==> src/rtl/instr_issuer_pkg.sv <==
// Shared definitions for the instruction issuer: FSM state encoding,
// instruction word field positions and the ALU opcode type.
package instr_issuer_pkg;

   localparam int INSTR_WIDTH = 12;
   localparam int SLOT_W      = 3;

   // Instruction word field positions.
   localparam int OP0_PE_MSB  = 10;
   localparam int OP0_PE_LSB  = 8;
   localparam int OP1_PE_MSB  = 6;
   localparam int OP1_PE_LSB  = 4;
   localparam int OP0_IMM_BIT = 3;
   localparam int OP1_IMM_BIT = 2;
   localparam int ALU_OP_MSB  = 1;
   localparam int ALU_OP_LSB  = 0;

   typedef enum logic [1:0] {
      ST_IDLE  = 2'd0,
      ST_ISSUE = 2'd1,
      ST_DONE  = 2'd2,
      ST_FAULT = 2'd3
   } issuer_state_t;

   typedef enum logic [1:0] {
      ALU_ADD  = 2'd0,
      ALU_SUB  = 2'd1,
      ALU_MUL  = 2'd2,
      ALU_PASS = 2'd3
   } alu_op_t;

   // Extract the ALU opcode field of an instruction word.
   function automatic alu_op_t instr_alu_op(input logic [INSTR_WIDTH-1:0] word);
      return alu_op_t'(word[ALU_OP_MSB:ALU_OP_LSB]);
   endfunction

endpackage

==> src/rtl/instr_issuer_operand_check.sv <==
// Operand legality rule: a PE-output operand must name a strictly earlier
// slot than the one issuing the word. Pure combinational, reusable by the
// scheduler.
module operand_check
   import instr_issuer_pkg::*;
(
   input  logic [INSTR_WIDTH-1:0] word,
   input  logic [SLOT_W-1:0]      slot,
   output logic                   legal
);

   logic op0_bad;
   logic op1_bad;

   // Each non-immediate operand must reference a PE slot below the current one.
   always_comb begin
      op0_bad = !word[OP0_IMM_BIT] && (word[OP0_PE_MSB:OP0_PE_LSB] >= slot);
      op1_bad = !word[OP1_IMM_BIT] && (word[OP1_PE_MSB:OP1_PE_LSB] >= slot);
      legal   = !(op0_bad || op1_bad);
   end

   // Bits that do not take part in the rule (operand MSBs, ALU opcode).
   logic unused_bits;
   assign unused_bits = ^{word[OP0_PE_MSB+1], word[OP1_PE_MSB+1], word[ALU_OP_MSB:ALU_OP_LSB]};

endmodule

==> src/rtl/instr_issuer.sv <==
// Program sequencer for the 12-bit instruction port: buffers a host-loaded
// program, then streams one legality-checked word per cycle on start.
module instr_issuer
   import instr_issuer_pkg::*;
#(
   parameter int DEPTH   = 8,
   parameter int INSTR_W = 12
) (
   input  logic               clock,
   input  logic               reset,
   input  logic               load_valid,
   input  logic [INSTR_W-1:0] load_instr,
   output logic               load_ready,
   input  logic               start,
   input  logic               clear,
   output logic [INSTR_W-1:0] instruction,
   output logic               issue_valid,
   output logic [2:0]         slot,
   output logic               busy,
   output logic               done,
   output logic               fault,
   output logic [2:0]         fault_slot,
   output logic [3:0]         prog_count
);

   localparam int AW = $clog2(DEPTH);

   issuer_state_t      state_q, state_d;
   logic [3:0]         prog_count_q, prog_count_d;
   logic [2:0]         rd_ptr_q, rd_ptr_d;
   logic               fault_q, fault_d;
   logic [2:0]         fault_slot_q, fault_slot_d;
   logic [INSTR_W-1:0] buf_q [DEPTH];
   logic [INSTR_W-1:0] buf_d [DEPTH];

   logic [INSTR_W-1:0] cur_word;
   logic               cur_legal;
   logic               load_fire;
   logic               last_slot;

   assign cur_word  = buf_q[rd_ptr_q[AW-1:0]];
   assign last_slot = ({1'b0, rd_ptr_q} == (prog_count_q - 4'd1));

   operand_check u_operand_check (
      .word  (cur_word),
      .slot  (rd_ptr_q),
      .legal (cur_legal)
   );

   // Next-state logic: loading, start/clear handling and the issue walk.
   always_comb begin
      // NOTE: every signal gets a default first so no path leaves it unassigned (no latch).
      state_d      = state_q;
      prog_count_d = prog_count_q;
      rd_ptr_d     = rd_ptr_q;
      fault_d      = fault_q;
      fault_slot_d = fault_slot_q;
      buf_d        = buf_q;
      load_ready   = (state_q == ST_IDLE) && (prog_count_q < 4'(DEPTH));
      load_fire    = load_valid && load_ready;

      case (state_q)
         ST_IDLE: begin
            if (clear) begin
               prog_count_d = 4'd0;
            end else begin
               if (load_fire) begin
                  buf_d[prog_count_q[AW-1:0]] = load_instr;
                  prog_count_d                = prog_count_q + 4'd1;
               end
               // A word loaded in the same cycle as start joins the run.
               if (start) begin
                  rd_ptr_d = 3'd0;
                  state_d  = (prog_count_d == 4'd0) ? ST_DONE : ST_ISSUE;
               end
            end
         end
         ST_ISSUE: begin
            if (cur_legal) begin
               if (last_slot) state_d  = ST_DONE;
               else           rd_ptr_d = rd_ptr_q + 3'd1;
            end else begin
               fault_d      = 1'b1;
               fault_slot_d = rd_ptr_q;
               state_d      = ST_FAULT;
            end
         end
         ST_DONE: begin
            state_d = ST_IDLE;
         end
         ST_FAULT: begin
            if (clear) begin
               prog_count_d = 4'd0;
               fault_d      = 1'b0;
               fault_slot_d = 3'd0;
               state_d      = ST_IDLE;
            end
         end
         default: state_d = ST_IDLE;
      endcase
   end

   // Output decode from registered state and buffer contents.
   always_comb begin
      issue_valid = (state_q == ST_ISSUE) && cur_legal;
      instruction = issue_valid ? cur_word : '0;
      slot        = rd_ptr_q;
      busy        = (state_q == ST_ISSUE);
      done        = (state_q == ST_DONE);
      fault       = fault_q;
      fault_slot  = fault_slot_q;
      prog_count  = prog_count_q;
   end

   // Control registers with synchronous reset.
   always_ff @(posedge clock) begin
      // NOTE: sequential state uses non-blocking assignments so all flops update together.
      if (reset) begin
         state_q      <= ST_IDLE;
         prog_count_q <= 4'd0;
         rd_ptr_q     <= 3'd0;
         fault_q      <= 1'b0;
         fault_slot_q <= 3'd0;
      end else begin
         state_q      <= state_d;
         prog_count_q <= prog_count_d;
         rd_ptr_q     <= rd_ptr_d;
         fault_q      <= fault_d;
         fault_slot_q <= fault_slot_d;
      end
   end

   // Program buffer storage.
   always_ff @(posedge clock) begin
      // NOTE: the buffer is not reset; prog_count gates which entries are meaningful.
      buf_q <= buf_d;
   end

endmodule

==> config.mk <==
export PLATFORM = sky130hd
export DESIGN_NAME = instr_issuer
export DESIGN_NICKNAME = d
export VERILOG_FILES = /design/src/rtl/instr_issuer_pkg.sv /design/src/rtl/instr_issuer_operand_check.sv /design/src/rtl/instr_issuer.sv
export SDC_FILE = /design/constraint.sdc
export NUM_CORES = 1
export LEC_CHECK = 0
export ABC_AREA = 1
export CAP_MARGIN = 20
export CORE_MARGIN = 5
export CORE_UTILIZATION = 45
export DETAILED_ROUTE_END_ITERATION = 10
export SLEW_MARGIN = 20
export SYNTH_ARGS = -nofsm -noshare
export SYNTH_HDL_FRONTEND = slang
export SYNTH_HIERARCHICAL = 1
export SYNTH_SLANG_ARGS = --single-unit
==> constraint.sdc <==
create_clock -name clock -period 8.72 [get_ports clock]
set_input_delay 2.18 -clock clock [delete_from_list [all_inputs] [get_ports clock]]
set_output_delay 2.18 -clock clock [all_outputs]
set_load 0.005 [all_outputs]
==> flow_metrics.env, run 1 <==
export IMPL_outcome="complete, no violations"
export IMPL_timing_slew_headroom_pct=37.9
export IMPL_antenna_cells=0
export IMPL_hold_buffers=0
export IMPL_cts_sinks=109
export IMPL_grt_max_degree=57
export IMPL_grt_antenna_before_repair=0
export IMPL_finalCriticalPeriod_ps=6030
export IMPL_start_kind="register"
export IMPL_end_kind="output pin"
export IMPL_r2r_end="slot[1]$_SDFFE_PP0P_"
export IMPL_r2r_cells=21
export IMPL_synth_area_per_cell_sq_um=10.5
export IMPL_path_clk_slew_ps=110
export IMPL_use_met3_pct=3.42
export IMPL_grt_pass1_vias=3279
export IMPL_fmax_mhz=166
export IMPL_post_drt_wl_per_cell_um=16.9
export IMPL_slowest_delay_ps=550
export IMPL_hold_path_depth=2
export IMPL_clk_path_buf_depth=2
export IMPL_drt_pre_antenna_iters=4
export IMPL_postCtsSetupBuffers=0
export IMPL_mappedNetlistNets=484
export IMPL_layout_cells_non_filler=641
export IMPL_worstMarginPinSlew_ps=930
export IMPL_busiest_layer="met2"
export IMPL_r2r_start="slot[1]$_SDFFE_PP0P_"
export IMPL_layout_drive_gt1_share_pct=8.51
export IMPL_drt_iter0_drc=212
export IMPL_crit_chain="buf_4 -> inv_2 -> o21ai_0 -> o22ai_1 -> nand2_1 -> nand2_1 -> inv_1 -> ha_1 -> inv_1 -> nand2_1 -> nand2_1 -> nand2_1 -> nand2_2 -> nand2_1 -> inv_1 -> nand2_1 -> a21oi_1 -> clkdlybuf4s50_1"
export IMPL_rsz0062_at_grt="no"
export IMPL_io_buffers=43
export IMPL_drc=0
export IMPL_grt_use_met2_pct=29.0
export IMPL_cts_buffers=9
export IMPL_hpwlAfterDp_um=6680
export IMPL_cts_root_buf="clkbuf_8"
export IMPL_die_w_um=113
export IMPL_core_sq_mm=0.0104
export IMPL_gp_congestion=0.856
export IMPL_cts_resized=0
export IMPL_fin_tns_setup_ps=0
export IMPL_grt_total_usage_pct=17.6
export IMPL_critPathSlowestCell="clkdlybuf4s50_1"
export IMPL_leakagePower_nw=2.03
export IMPL_hold_viol=0
export IMPL_grt_remaining_overflow=0
export IMPL_viasPerCell=5.23
export IMPL_area_growth_pct=16.0
export IMPL_critPathKind="reg2out"
export IMPL_crit_path_max_fanout=24
export IMPL_worst_slack_ps=2690
export IMPL_grt_use_met1_pct=23.7
export IMPL_synth_cells=458
export IMPL_cp_arrival_ps=3850
export IMPL_ant_nets=0
export IMPL_cp_required_ps=6540
export IMPL_crit_top_cell="nand2_1"
export IMPL_vdd_ir_drop_max_mv=0.160
export IMPL_timing_final_crit_share_pct=69.1
export IMPL_die_h_um=113
export IMPL_htreeDepth=3
export IMPL_pin_count=44
export IMPL_grt_pass1_wl_um=17500
export IMPL_dp_slack_ps=3060
export IMPL_maxSlewViolCount=0
export IMPL_r2r_setup_slack_ps=5420
export IMPL_synth_area_sq_mm=0.00480
export IMPL_start_util_pct=46.3
export IMPL_worst_clock_skew_ps=16.2
export IMPL_hold_path_class="reg2reg"
export IMPL_rows=37
export IMPL_fp_dieArea_sq_mm=0.0128
export IMPL_clock_latency_ps=360
export IMPL_setup_viol=0
export IMPL_power_per_cell_area_mw_per_mm2=272
export IMPL_dp_cells=625
export IMPL_min_from="fault$_SDFFE_PP0P_"
export IMPL_holdPathEnd="fault$_SDFFE_PP0P_"
export IMPL_drt_total_wl_um=10800
export IMPL_via_count=3351
export IMPL_drv_cap=0
export IMPL_final_util_pct=53.7
export IMPL_cts_tree="done"
export IMPL_nets=526
export IMPL_yosys_warnings=6
-- placed cells by master (no fill, tap or decap), types with 11 or more instances in the layout --
cell type,count
dfxtp_1,12
o21ai_0,40
nand3_1,14
a21oi_1,24
nor2_1,71
edfxtp_1,96
o22ai_1,25
inv_1,27
clkdlybuf4s50_1,43
nand2_1,80
o21ai_1,11
-- report_power, final --
part | internal (mW) | switching, mW
combinational | 0.221 | 0.363
sequential | 0.598 | 0.0221
clock | 0.134 | 0.173
-- critical path, delay by kind of cell (launching register included) --
kind / cells / cell delay [ps]
buffers and inverters: 6 / 1280
AND/OR/NAND/NOR: 8 / 810
AO/OA/AOI/OAI: 3 / 700
flip-flops: 1 / 410
adder cells (fa/ha/maj): 1 / 260
-- layout make-up --
class                           count  area [sq um]
Timing Repair Buffer               53           505
Clock inverter                      7          75.1
Multi-Input combinational cell    292          1410
Fill cell                         940          4810
Tap cell                          136           170
Clock buffer                        9           124
Inverter                           35           131
Sequential cell                   109          3140
-- routing by layer --
layer  part of all wire, %  wire, um
met4                   1.2       131
met3                   5.6       608
met1                    46      4950
met5                     0         0
met2                    48      5160
-- state kept, by name, summed over array words and instances, names as in the netlist --
name / count
fault: 1
fault_slot: 3
state_q: 2
buf_q: 96
prog_count: 4
slot: 3
-- worst max-delay path by stage --
stage,from,endpoint,slack [ps]
6_report,slot[1]$_SDFFE_PP0P_,instruction[7],2690
5_1_grt,slot[1]$_SDFFE_PP0P_,instruction[8],2320
4_1_cts,slot[1]$_SDFFE_PP0P_,instruction[7],2660
3_5_place_dp,slot[1]$_SDFFE_PP0P_,instruction[7],3060
3_3_place_gp,slot[1]$_SDFFE_PP0P_,instruction[7],3170
2_1_floorplan,slot[0]$_SDFFE_PP0P_,instruction[10],4230
-- stage by stage --
step	hold slack (ps)	power [mW]	area, sq um
finish	474	1.51	5560
global placement	451	1.21	5370
floorplan	460	1.04	4800
CTS	475	1.52	5560
global route	523	1.63	5560
detailed placement	457	1.22	5370
Note: power is estimated with default switching activity, not from simulation.
==> run 2, diff against run 1 <==
Settings changed: PLACE_DENSITY set to 0.67.
Clock period 8.72 ns to 5.5 ns, I/O delays scaled along.
==> run 2 against run 1 <==
Utilization about the same; clock skew fell by 3.7 ps; sequential cell count did not move; largest power group unchanged.
==> flow_metrics.env, run 2 (same netlist as run 1, synthesis figures left out) <==
export IMPL_outcome="complete, no violations"
export IMPL_end_kind="output pin"
export IMPL_largest_reg_flops=96
export IMPL_hold_viol=0
export IMPL_die_w_um=113
export IMPL_core_sq_mm=0.0104
export IMPL_power_per_cell_area_mw_per_mm2=425
export IMPL_timing_final_crit_share_pct=91.4
export IMPL_post_drt_wl_per_cell_um=16.5
export IMPL_layout_drive_gt1_share_pct=9.07
export IMPL_final_common_cell="edfxtp_1"
export IMPL_area_growth_pct=15.9
export IMPL_cts_tree="done"
export IMPL_path_clk_slew_ps=100
export IMPL_cts_root_buf="clkbuf_8"
export IMPL_whs_ps=472
export IMPL_drt_iter0_drc=212
export IMPL_drc=0
export IMPL_nets=528
export IMPL_grt_total_usage_pct=17.1
export IMPL_grt_remaining_overflow=0
export IMPL_critPathKind="reg2out"
export IMPL_postCtsSetupBuffers=0
export IMPL_cp_arrival_ps=3650
export IMPL_worst_slack_ps=471
export IMPL_drt_pre_antenna_iters=5
export IMPL_rsz0062_at_grt="no"
export IMPL_gp_congestion=0.818
export IMPL_dp_cells=627
export IMPL_cp_required_ps=4120
export IMPL_layout_common_cells="edfxtp_1, nand2_1, nor2_1, clkdlybuf4s50_1, o21ai_0"
export IMPL_fmax_mhz=199
export IMPL_maxSlewViolCount=0
export IMPL_drt_total_wl_um=10600
export IMPL_vdd_ir_drop_max_mv=0.244
export IMPL_hold_path_class="reg2reg"
export IMPL_worstMarginPinSlew_ps=913
export IMPL_start_util_pct=46.3
export IMPL_viasPerCell=5.27
export IMPL_grt_antenna_before_repair=0
export IMPL_timing_slew_headroom_pct=39.1
export IMPL_crit_path_max_fanout=56
export IMPL_grt_max_degree=57
export IMPL_die_h_um=113
export IMPL_hold_buffers=0
export IMPL_fp_dieArea_sq_mm=0.0128
export IMPL_finalCriticalPeriod_ps=5030
export IMPL_clock_latency_ps=370
export IMPL_cts_buffers=9
export IMPL_worst_clock_skew_ps=12.5
export IMPL_via_count=3391
export IMPL_setup_viol=0
export IMPL_cts_resized=0
export IMPL_largest_register="buf_q"
export IMPL_drv_cap=0
export IMPL_cts_sinks=109
export IMPL_rows=37
export IMPL_dp_slack_ps=901
export IMPL_pin_count=44
export IMPL_io_buffers=43
export IMPL_start_kind="register"
export IMPL_antenna_cells=0
export IMPL_fin_tns_setup_ps=0
export IMPL_hpwlAfterDp_um=6830
export IMPL_grt_pass1_vias=3284
export IMPL_htreeDepth=3
export IMPL_ant_nets=0
export IMPL_grt_pass1_wl_um=17000
export IMPL_layout_cells_non_filler=643
export IMPL_leakagePower_nw=2.03
export IMPL_clk_path_buf_depth=2
-- run 2: worst paths after layout --
check                                          start                   end  slack [ps]  cells past startpoint
worst min-delay path              fault$_SDFFE_PP0P_    fault$_SDFFE_PP0P_         470                      2
worst max-delay path            slot[0]$_SDFFE_PP0P_        instruction[4]         470                     17
worst min register to register    fault$_SDFFE_PP0P_    fault$_SDFFE_PP0P_         470                      2
worst max register to register  slot[0]$_SDFFE_PP0P_  slot[0]$_SDFFE_PP0P_        2440                     20
-- run 2: routing by layer --
layer | routed length [um] | share of wire [%] | track usage [%]
met1 | 4710 | 44 | 23.0
met3 | 688 | 6.5 | 3.96
met4 | 187 | 1.8 | 5.21
met2 | 5030 | 47 | 27.9
met5 | 0 | 0 | 0
-- run 2: power by group --
part | switching, mW | internal, mW | total, mW
Combinational | 0.579 | 0.354 | 0.933
Clock | 0.282 | 0.171 | 0.453
Sequential | 0.0297 | 0.949 | 0.979
-- run 2: critical path, cell delays in order, from the launching register on --
cell,delay (ps)
dfxtp_2,350
buf_4,450
o21ai_0,190
o22ai_1,180
nand2_1,80
nand2_1,70
inv_1,40
ha_1,260
inv_1,50
nand2_1,40
nand2_1,60
nand2_1,60
nand2_2,50
nand2_1,40
inv_1,70
nand2_1,380
a21oi_1,350
clkdlybuf4s50_1,550
-- run 2: layout make-up --
type | instances | area [sq um]
Clock buffer | 9 | 124
Clock inverter | 7 | 58.8
Fill cell | 934 | 4810
Inverter | 35 | 131
Multi-Input combinational cell | 292 | 1410
Sequential cell | 109 | 3140
Tap cell | 136 | 170
Timing Repair Buffer | 55 | 520
-- run 2: through the flow --
| stage | area [sq um] | util [%] | total power, mW |
|---|---|---|---|
| floorplan | 4800 | - | 1.65 |
| global placement | 5380 | 51.9 | 1.91 |
| detailed placement | 5380 | 51.9 | 1.93 |
| CTS | 5560 | 53.6 | 2.38 |
| global route | 5560 | 53.6 | 2.55 |
| finish | 5560 | 53.6 | 2.37 |
==> run 3, diff against run 2 <==
Settings changed: SLEW_MARGIN 20 to unset.
==> results of run 3 <==
No change in the layout: final DEF, timing and power equal those of run 2.
==> variant, RTL diff (config.mk and constraints of run 3) <==
The package constant `OP0_PE_LSB` goes from 8 to 7.
--- a/src/rtl/instr_issuer_pkg.sv
+++ b/src/rtl/instr_issuer_pkg.sv
@@ -9,3 +9,3 @@
    localparam int OP0_PE_MSB  = 10;
-   localparam int OP0_PE_LSB  = 8;
+   localparam int OP0_PE_LSB  = 7;
    localparam int OP1_PE_MSB  = 6;
Behaviour: not the same (Yosys sat finds a counterexample within 4 cycles, from zero or initial values and one cycle with reset high).
==> variant against run 3 <==
  * Power shrank 2.9%
  * Clock power grew 6.0%
  * Area after synthesis grew 0.31%
  * Sequential cell count is the same
  * Critical path depth shrank 1
  * Global-route usage shrank 0.45 points
  * Final area grew 0.43%
  * Combinational power shrank 9.2%
  * Setup slack lost 0.033 ns
  * Non-clock buffer count is the same
  * Wire length shrank 0.20%
  * Final cell count grew 0.16%
  * Sequential share of layout area shrank 0.24 points
==> variant: results (changes against run 3) <==
Finish
  • Total inserted antenna cells: 0 (unchanged)
  • Number of filler cells placed in the layout: 914 (was 934)
  • Share of post-route cells with drive strength above 1: 0.0807 (was 0.0907)
  • Largest register FFs: 96 (unchanged)
  • Layout Nets: 530 (was 528)
  • Largest reg by FF count: buf_q (unchanged)

GRT
  • Wire length of the first global-routing pass: 16.5 mm (was 17.0 mm)
  • Residual overflow from global routing: 0 (unchanged)
  • Antenna violations before repair: 0 (unchanged)
  • Met2 routing resource usage after global routing: 0.285 (was 0.279)
  • Routing usage on met3: 0.0361 (was 0.0396)
  • Via count of the first global-routing pass: 3,203 (was 3,284)
  • Pin count of the biggest net entering global routing: 57 (unchanged)
  • GRT met1 Usage: 0.215 (was 0.230)
  • GRT Resource Usage Total: 0.167 (was 0.171)

STA
  • Max Clock Skew: 0.0110 ns (was 0.0125 ns)
  • Normalized max-slew margin: 0.526 (was 0.391)

Setup path
  • R2R cell count: 18 (was 20)
  • Slowest Stage Delay on Critical Path: 0.56 ns
  • WP depth: 16 (was 17)
  • Worst endpoint data arrival time: 3.69 ns (was 3.65 ns)
  • Cell with the largest stage delay on the worst path: sky130_fd_sc_hd__clkdlybuf4s50_1 (unchanged)
  • CP delay by family, top: buffers and inverters (unchanged)
  • Crit path max fanout: 56 (unchanged)

Place
  • Placed standard-cell area: 0.00539 mm2 (was 0.00538 mm2)
  • Post-Place Setup Slack: 0.836 ns (was 0.901 ns)
  • Count of input and output buffers: 43 (unchanged)
  • Weighted congestion at the end of routability-driven global placement: 0.869 (was 0.818)
  • Post-detail-place hpwl: 6.58 mm (was 6.83 mm)

Clocking
  • Clock-pin transition on the worst setup and hold timing paths: 0.10 ns (about the same)
  • Setup fix buffers added after clock tree synthesis: 0 (unchanged)
  • Buffer depth of the longest clock path: 2 (unchanged)
  • Total of cells resized after clock tree synthesis: 0 (unchanged)

Synth
  • Number of nets produced by synthesis: 486 (was 484)
  • Synth Warn #: 6 (unchanged)

Run status
  • Run status: finished clean (unchanged)

Worst hold path
  • Worst hold path class: register to register (unchanged)
  • WHS Path Cells: 2 (unchanged)

Pwr
  • Static leakage: 0.00204 uW (was 0.00203 uW)
  • Worst IR drop on VDD: 0.226 mV (was 0.244 mV)

Route
  • Vias per std cell: 5.26 (was 5.27)
  • Routed WL: 10.6 mm (about the same)
  • DRC marker count from the first detailed-route iteration: 241 (was 212)
  • Number of search-and-repair iterations in the first detailed-routing pass: 4 (was 5)
==> variant: report_power, final <==
part	leakage (uW)	switching, uW	internal, uW
sequential	0.000972	26.6	944
combinational	0.000975	526	320
clock	0.0000957	267	213
==> variant: cell type report <==
type / count / area, um2 / share of cell area
flip-flops and latches: 109 / 3140 / 0.563
well taps: 136 / 170 / 0.0305
clock inverters: 6 / 70.1 / 0.0125
clock buffers: 9 / 124 / 0.0222
multi-input cells: 294 / 1430 / 0.255
repair buffers: 55 / 520 / 0.0932
inverters: 35 / 131 / 0.0235
==> variant: worst register-to-register path: cells and delay by family, from the launching register on <==
family	cells	cell delay, ns
AOI/OAI and AO/OA	2	0.40
and+or+nand+nor	11	1.45
buffers and inverters	4	0.58
DFF	1	0.34
adders and majority gates	1	0.26
==> variant: metal layers <==
layer,part of all wire,up-vias
li1,-,1682
met1,0.44,1612
met2,0.49,85
met3,0.056,11
met4,0.011,0
met5,0,-
==> variant: path summary, 6_finish.rpt <==
kind	start	slack (ns)	to
max	slot[0]$_SDFFE_PP0P_	0.44	instruction[3]
min	fault$_SDFFE_PP0P_	0.47	fault$_SDFFE_PP0P_
max reg2reg	slot[0]$_SDFFE_PP0P_	2.37	slot[1]$_SDFFE_PP0P_
min reg2reg	fault$_SDFFE_PP0P_	0.47	fault$_SDFFE_PP0P_
==> variant: stage by stage <==
| step | std cells | utilization |
|---|---|---|
| after floorplan | 460 | - |
| after global placement | 629 | 0.520 |
| after detailed placement | 629 | 0.520 |
| after CTS | 644 | 0.539 |
| after global routing | 644 | 0.539 |
| final | 644 | 0.539 |
